## src/rtl/char_ram_pkg.sv

```systemverilog
// Shared types and widths for the character RAM port-A arbiter.
package char_ram_pkg;

   localparam int ADR_W = 16;
   localparam int DAT_W = 8;

   // Sequencer states: arbitrate, run the RAM access, then acknowledge.
   typedef enum logic [1:0] {
      IDLE   = 2'd0,
      ACCESS = 2'd1,
      ACK    = 2'd2
   } state_t;

   // Which requester currently owns (or last owned) the RAM port.
   typedef enum logic {
      OWN_CPU = 1'b0,
      OWN_DMA = 1'b1
   } owner_t;

endpackage

```

## src/rtl/char_ram_rr_pick.sv

```systemverilog
// Two-input requester picker for the character RAM arbiter.
// Combinational only; the last-grant pointer lives in the parent so the
// pointer only advances when a transaction actually completes.
//   pRoundRobin = 1 : on a tie, grant the requester that was not granted last
//   pRoundRobin = 0 : on a tie, the CPU always wins
module char_ram_rr_pick
   import char_ram_pkg::*;
#(
   parameter int pRoundRobin = 1
) (
   input  logic i_c_req,
   input  logic i_d_req,
   input  logic i_last,
   output logic o_valid,
   output logic o_owner
);

   // Pick an owner from the current request levels and the last-grant pointer.
   always_comb begin
      o_valid = i_c_req | i_d_req;
      o_owner = OWN_CPU;
      if (i_c_req && i_d_req) begin
         if ((pRoundRobin != 0) && (i_last == OWN_CPU)) begin
            o_owner = OWN_DMA;
         end
      end else if (i_d_req) begin
         o_owner = OWN_DMA;
      end
   end

endmodule

```

## src/rtl/char_ram_port_arb.sv

```systemverilog
// Character/font RAM port-A arbiter and sequencer.
// Shares the host-side byte port of the char RAM between the CPU bus slave
// and the font-upload DMA. Each transaction is IDLE -> ACCESS -> ACK; the
// acknowledge pulse appears in the cycle after ACK, and IDLE refuses to grant
// while that pulse is visible so a requester has one edge to drop or renew
// its level request before it can be sampled again.
// Optional feature: define CHAR_RAM_ARB_WRPROT_EN to suppress CPU writes below
// pRomTop while wp_lock_i is high (the write is still acknowledged).
module char_ram_port_arb
   import char_ram_pkg::*;
#(
   parameter int               pReadLatency = 2,
   parameter int               pRoundRobin  = 1,
   parameter logic [ADR_W-1:0] pRomTop      = 16'h2000
) (
   input  logic             clk_i,
   input  logic             rst_ni,
   // CPU requester
   input  logic             c_req_i,
   input  logic             c_we_i,
   input  logic [ADR_W-1:0] c_adr_i,
   input  logic [DAT_W-1:0] c_dat_i,
   output logic [DAT_W-1:0] c_dat_o,
   output logic             c_ack_o,
   // DMA requester
   input  logic             d_req_i,
   input  logic             d_we_i,
   input  logic [ADR_W-1:0] d_adr_i,
   input  logic [DAT_W-1:0] d_dat_i,
   output logic [DAT_W-1:0] d_dat_o,
   output logic             d_ack_o,
   // Write protect
   input  logic             wp_lock_i,
   // RAM port A
   output logic             ram_cs_o,
   output logic             ram_we_o,
   output logic [ADR_W-1:0] ram_adr_o,
   output logic [DAT_W-1:0] ram_dat_o,
   input  logic [DAT_W-1:0] ram_dat_i,
   // Status
   output logic             busy_o
);

   localparam int              CNT_W    = $clog2(pReadLatency + 1);
   localparam logic [CNT_W-1:0] CNT_LAST = CNT_W'(pReadLatency - 1);

   // Sequencer state and latched transaction
   state_t             r_state,   w_state_next;
   logic [CNT_W-1:0]   r_cnt,     w_cnt_next;
   owner_t             r_owner,   w_owner_next;
   owner_t             r_last,    w_last_next;
   logic               r_we,      w_we_next;
   logic [ADR_W-1:0]   r_adr,     w_adr_next;
   logic [DAT_W-1:0]   r_dat,     w_dat_next;

   // Registered outputs
   logic               r_ram_cs,  w_ram_cs_next;
   logic               r_ram_we,  w_ram_we_next;
   logic [DAT_W-1:0]   r_c_dat,   w_c_dat_next;
   logic [DAT_W-1:0]   r_d_dat,   w_d_dat_next;
   logic               r_c_ack,   w_c_ack_next;
   logic               r_d_ack,   w_d_ack_next;
   logic               r_busy,    w_busy_next;

   // Arbitration and selected-request fields
   logic               w_grant_valid;
   logic               w_grant_owner;
   logic               w_sel_we;
   logic [ADR_W-1:0]   w_sel_adr;
   logic [DAT_W-1:0]   w_sel_dat;
   logic               w_wp_block;

   char_ram_rr_pick #(
      .pRoundRobin (pRoundRobin)
   ) u_pick (
      .i_c_req (c_req_i),
      .i_d_req (d_req_i),
      .i_last  (r_last),
      .o_valid (w_grant_valid),
      .o_owner (w_grant_owner)
   );

   assign w_sel_we  = (w_grant_owner == OWN_DMA) ? d_we_i  : c_we_i;
   assign w_sel_adr = (w_grant_owner == OWN_DMA) ? d_adr_i : c_adr_i;
   assign w_sel_dat = (w_grant_owner == OWN_DMA) ? d_dat_i : c_dat_i;

`ifdef CHAR_RAM_ARB_WRPROT_EN
   // Only CPU writes into the locked low region are blocked; DMA uploads
   // must always be able to replace the font.
   assign w_wp_block = wp_lock_i && (w_grant_owner == OWN_CPU) && c_we_i
                       && (c_adr_i < pRomTop);
`else
   // Protection compiled out: every write reaches the RAM.
   assign w_wp_block = 1'b0;
   logic w_unused;
   assign w_unused = &{1'b0, wp_lock_i, pRomTop};
`endif

   // State and output registers; reset parks everything at zero with the
   // pointer on the DMA so the CPU wins the first tie.
   always_ff @(posedge clk_i or negedge rst_ni) begin
      if (!rst_ni) begin
         r_state  <= IDLE;
         r_cnt    <= '0;
         r_owner  <= OWN_CPU;
         r_last   <= OWN_DMA;
         r_we     <= 1'b0;
         r_adr    <= '0;
         r_dat    <= '0;
         r_ram_cs <= 1'b0;
         r_ram_we <= 1'b0;
         r_c_dat  <= '0;
         r_d_dat  <= '0;
         r_c_ack  <= 1'b0;
         r_d_ack  <= 1'b0;
         r_busy   <= 1'b0;
      end else begin
         r_state  <= w_state_next;
         r_cnt    <= w_cnt_next;
         r_owner  <= w_owner_next;
         r_last   <= w_last_next;
         r_we     <= w_we_next;
         r_adr    <= w_adr_next;
         r_dat    <= w_dat_next;
         r_ram_cs <= w_ram_cs_next;
         r_ram_we <= w_ram_we_next;
         r_c_dat  <= w_c_dat_next;
         r_d_dat  <= w_d_dat_next;
         r_c_ack  <= w_c_ack_next;
         r_d_ack  <= w_d_ack_next;
         r_busy   <= w_busy_next;
      end
   end

   // Next-state and next-output logic for the arbitration sequencer.
   always_comb begin
      w_state_next  = r_state;
      w_cnt_next    = r_cnt;
      w_owner_next  = r_owner;
      w_last_next   = r_last;
      w_we_next     = r_we;
      w_adr_next    = r_adr;
      w_dat_next    = r_dat;
      w_ram_cs_next = r_ram_cs;
      w_ram_we_next = r_ram_we;
      w_c_dat_next  = r_c_dat;
      w_d_dat_next  = r_d_dat;
      w_c_ack_next  = 1'b0;
      w_d_ack_next  = 1'b0;

      case (r_state)
         IDLE: begin
            w_ram_cs_next = 1'b0;
            w_ram_we_next = 1'b0;
            // While an ack is visible the requester has not yet reacted,
            // so sampling its request now could reissue the same access.
            if (w_grant_valid && !r_c_ack && !r_d_ack) begin
               w_owner_next  = owner_t'(w_grant_owner);
               w_we_next     = w_sel_we;
               w_adr_next    = w_sel_adr;
               w_dat_next    = w_sel_dat;
               w_ram_cs_next = !w_wp_block;
               w_ram_we_next = w_sel_we && !w_wp_block;
               w_cnt_next    = '0;
               w_state_next  = ACCESS;
            end
         end

         ACCESS: begin
            if (r_we) begin
               // Writes occupy the port for a single cycle.
               w_ram_cs_next = 1'b0;
               w_ram_we_next = 1'b0;
               w_state_next  = ACK;
            end else if (r_cnt == CNT_LAST) begin
               // Final select cycle: RAM output is valid now.
               w_ram_cs_next = 1'b0;
               if (r_owner == OWN_CPU) begin
                  w_c_dat_next = ram_dat_i;
               end else begin
                  w_d_dat_next = ram_dat_i;
               end
               w_state_next = ACK;
            end else begin
               w_cnt_next = r_cnt + 1'b1;
            end
         end

         ACK: begin
            w_ram_cs_next = 1'b0;
            w_ram_we_next = 1'b0;
            if (r_owner == OWN_CPU) begin
               w_c_ack_next = 1'b1;
            end else begin
               w_d_ack_next = 1'b1;
            end
            w_last_next  = r_owner;
            w_state_next = IDLE;
         end

         default: begin
            w_ram_cs_next = 1'b0;
            w_ram_we_next = 1'b0;
            w_state_next  = IDLE;
         end
      endcase

      w_busy_next = (w_state_next != IDLE);
   end

   assign c_dat_o   = r_c_dat;
   assign c_ack_o   = r_c_ack;
   assign d_dat_o   = r_d_dat;
   assign d_ack_o   = r_d_ack;
   assign ram_cs_o  = r_ram_cs;
   assign ram_we_o  = r_ram_we;
   assign ram_adr_o = r_adr;
   assign ram_dat_o = r_dat;
   assign busy_o    = r_busy;

endmodule

```

## config.mk

```make
export PLATFORM = sky130hd
export DESIGN_NAME = char_ram_port_arb
export DESIGN_NICKNAME = d
export VERILOG_FILES = /design/src/rtl/char_ram_pkg.sv /design/src/rtl/char_ram_rr_pick.sv /design/src/rtl/char_ram_port_arb.sv
export SDC_FILE = /design/constraint.sdc
export NUM_CORES = 1
export LEC_CHECK = 0
export ABC_AREA = 1
export BUFFER_PORTS_ARGS = -buffer_cell sky130_fd_sc_hd__buf_4
export CORE_UTILIZATION = 47
export DETAILED_ROUTE_END_ITERATION = 10
export GPL_TIMING_DRIVEN = 1
export PLACE_DENSITY = 0.82
export SLEW_MARGIN = 25
export SYNTH_ARGS = -nofsm -noshare
export SYNTH_HDL_FRONTEND = slang
export SYNTH_HIERARCHICAL = 1
export SYNTH_SLANG_ARGS = --single-unit
```

## constraint.sdc

```tcl
create_clock -name clk_i -period 1.55 [get_ports clk_i]
set_input_delay 0.31 -clock clk_i [delete_from_list [all_inputs] [get_ports clk_i]]
set_output_delay 0.31 -clock clk_i [all_outputs]
set_load 0.05 [all_outputs]
```

==> results.sh <==
export IMPL_stdcell_count=489
export IMPL_reg2reg_slack_ns=0.13
export IMPL_design_area_um2=3350
export IMPL_gp_congestion=0.809
export IMPL_drcViolationCount=0
export IMPL_cp_start_kind="flop"
export IMPL_ant_nets=0
export IMPL_rows=25
export IMPL_setup_worst_path_class="flop to flop"
export IMPL_numClockSinks=52
export IMPL_worst_slack_ns=0.128
export IMPL_path_clk_slew_ns=0.09
export IMPL_crit_fanout=8
export IMPL_cts_hold_buf=0
export IMPL_die_h_um=73.2
export IMPL_detail_route_first_pass_iterations=4
export IMPL_final_max_slew_violation_count=0
export IMPL_crit_slowest_cell="dfrtp_1"
export IMPL_fin_crit_sh_pct=91.8
export IMPL_hold_class="input pin to async pin"
export IMPL_grt_ovfl_total=0
export IMPL_ys_ff_latch=52
export IMPL_wl_mm=5.70
export IMPL_syn_area_per_cell_um2=7.64
export IMPL_dp_cells=479
export IMPL_ir_drop_mv=1.16
export IMPL_drt_iter0_markers=102
export IMPL_clock_skew_ns=0.00633
export IMPL_vias=2260
export IMPL_dieWidth_um=73.2
export IMPL_worst_pin_slew_ns=0.636
export IMPL_grt_max_degree=53
export IMPL_gr_usage_all_layers_pct=23.1
export IMPL_cts_inserted_buffers=5
export IMPL_leakage_nw=1.96
export IMPL_io_pins=108
export IMPL_crit_path_end_kind="flop"
export IMPL_timing_fmax_ghz=0.703
export IMPL_grt_pass1_wl_mm=9.35
export IMPL_drive_above_1_share_pct=31.3
export IMPL_path_delay_family="simple AND/OR/NAND/NOR gates"
export IMPL_synth_cell_types=21
export IMPL_crit_top_cell="nand2_1"
export IMPL_cp_buffers_inverters=1
export IMPL_netlist_area_um2=2380
export IMPL_max_slew_margin_pct=57.6
export IMPL_finalSetupViolations=0
export IMPL_clockRootBuffer="clkbuf_8"
export IMPL_seq_area_frac_synth_pct=54.6
export IMPL_syn_num_nets=377
export IMPL_h_tree_depth=2
export IMPL_ys_warn_count=6
export IMPL_outcome="complete, no violations"
export IMPL_dpl_hpwl_mm=4.32
export IMPL_io_buffers=106
export IMPL_route_detailed_wl_per_inst_um=11.7
export IMPL_via_per_inst=4.62
export IMPL_cts_tree="built"
export IMPL_design_core_area_um2=4790
export IMPL_fin_crit_ns=1.42
export IMPL_start_util_pct=49.8
export IMPL_power_density_nw_per_um2=2360
export IMPL_critPathArrivalTime_ns=1.61
export IMPL_cts_max_path_buffers=2
export IMPL_cap_violations=0
export IMPL_finalHoldViolCount=0
export IMPL_path_cells="inv_1, ha_1, nand2_1, nor2_4, nand2_2, nand2_1, nand2_1"
export IMPL_antenna_found_initial=0
export IMPL_nets=486
export IMPL_slowest_delay_ns=0.39
export IMPL_clkLatencyLatePin_ns=0.30
export IMPL_grt_pass1_vias=2168
export IMPL_synthCells=312
export IMPL_antenna_diode_count=0
export IMPL_detailedPlace_worstSlack_ns=0.147
export IMPL_areaGrowthSynthToFinish_pct=40.6
export IMPL_die_area_um2=5360
export IMPL_placed_area_um2=3250
export IMPL_crit_required_ns=1.74
export IMPL_rsz0062_at_grt="yes"
==> cell type report <==
class | count | area [um^2]
Sequential cell | 52 | 1300
Inverter | 13 | 48.8
Clock buffer | 6 | 72.6
Clock inverter | 2 | 12.5
Tap cell | 67 | 83.8
Multi-Input combinational cell | 236 | 971
Fill cell | 428 | 1430
Timing Repair Buffer | 113 | 861
==> metrics by stage <==
stage	setup TNS (ns)	util [%]	power [mW]	hold slack [ns]
3_5_place_dp	0	67.9	7.19	0.375
4_1_cts	0	69.7	7.94	0.0504
5_1_grt	-0.0167	70.0	8.44	0.0829
3_3_place_gp	0	67.9	7.07	0.372
6_report	0	70.0	7.91	0.0331
2_1_floorplan	0	-	5.70	0.0144
==> logic make-up after synthesis <==
group	after synthesis	share of synthesized area, %
flops	52	54.6
compound gates	4	0.840
simple gates	230	38.7
fa+ha+maj	2	1.05
buf+inv	24	4.78
==> synthesized netlist by cell type (all sizes together) <==
cell,n,share of area (%)
nand2,196,31
nand3,21,4.6
ha,2,1.0
or2,2,0.53
inv,13,2.0
dfrtp,51,54
nor2,9,1.9
dfstp,1,1.1
clkbuf,1,0.16
a21oi,1,0.21
buf,10,2.6
nand4,2,0.52
o21ai,3,0.63
==> sequential cells by signal, indices dropped and copies added, names as in the netlist <==
| name | count |
|---|---|
| busy_o | 1 |
| c_ack_o | 1 |
| c_dat_o | 8 |
| d_ack_o | 1 |
| d_dat_o | 8 |
| r_cnt | 2 |
| r_last | 1 |
| r_owner | 1 |
| r_state | 2 |
| r_we | 1 |
| ram_adr_o | 16 |
| ram_cs_o | 1 |
| ram_dat_o | 8 |
| ram_we_o | 1 |
==> placed cells by master, fill, tap and decap left out, drive strengths merged <==
master    count
nand2       196
a21oi         1
buf         113
inv          13
nand3        21
dfrtp        51
clkinv        1
or2           2
nor2          9
nand4         2
clkbuf        6
ha            2
clkinvlp      1
dfstp         1
o21ai         3
==> layer usage <==
| layer | part of all wire [%] | track usage, % | up-vias | wire (um) |
|---|---|---|---|---|
| li1 | - | - | 1164 | - |
| met1 | 42 | 28.9 | 989 | 2410 |
| met2 | 46 | 37.8 | 96 | 2650 |
| met3 | 9.3 | 7.46 | 11 | 532 |
| met4 | 2.0 | 7.41 | 0 | 114 |
| met5 | 0 | 0 | - | 0 |
==> worst paths after layout <==
path,start,endpoint,depth (start not counted)
setup / recovery,r_cnt[1],d_dat_o[6],7
hold / removal,rst_ni,c_dat_o[1],1
setup reg to reg,r_cnt[1],d_dat_o[6],7
hold reg to reg,d_dat_o[4],d_dat_o[4],2
max in group asynchronous,rst_ni,r_state[0],1
min in group clk_i,ram_dat_i[4],d_dat_o[4],3
==> where the power goes <==
part / internal, mW / switching, mW / leakage [nW]
combinational: 1.40 / 3.34 / 1.28
sequential: 2.02 / 0.422 / 0.641
clock: 0.316 / 0.418 / 0.0412
total: 3.73 / 4.18 / 1.96
==> what timing repair did <==
action                     in CTS  in global routing
setup endpoints to repair       0                 15
gates resized for setup         0                  0
setup buffers                   0                  2
==> worst reg2reg max path: stages (launching register included) <==
cell,delay [ns]
dfrtp_1,0.39
inv_1,0.08
ha_1,0.18
nand2_1,0.10
nor2_4,0.25
nand2_2,0.17
nand2_1,0.10
nand2_1,0.05
No activity file was read; power rests on OpenSTA's default activity.
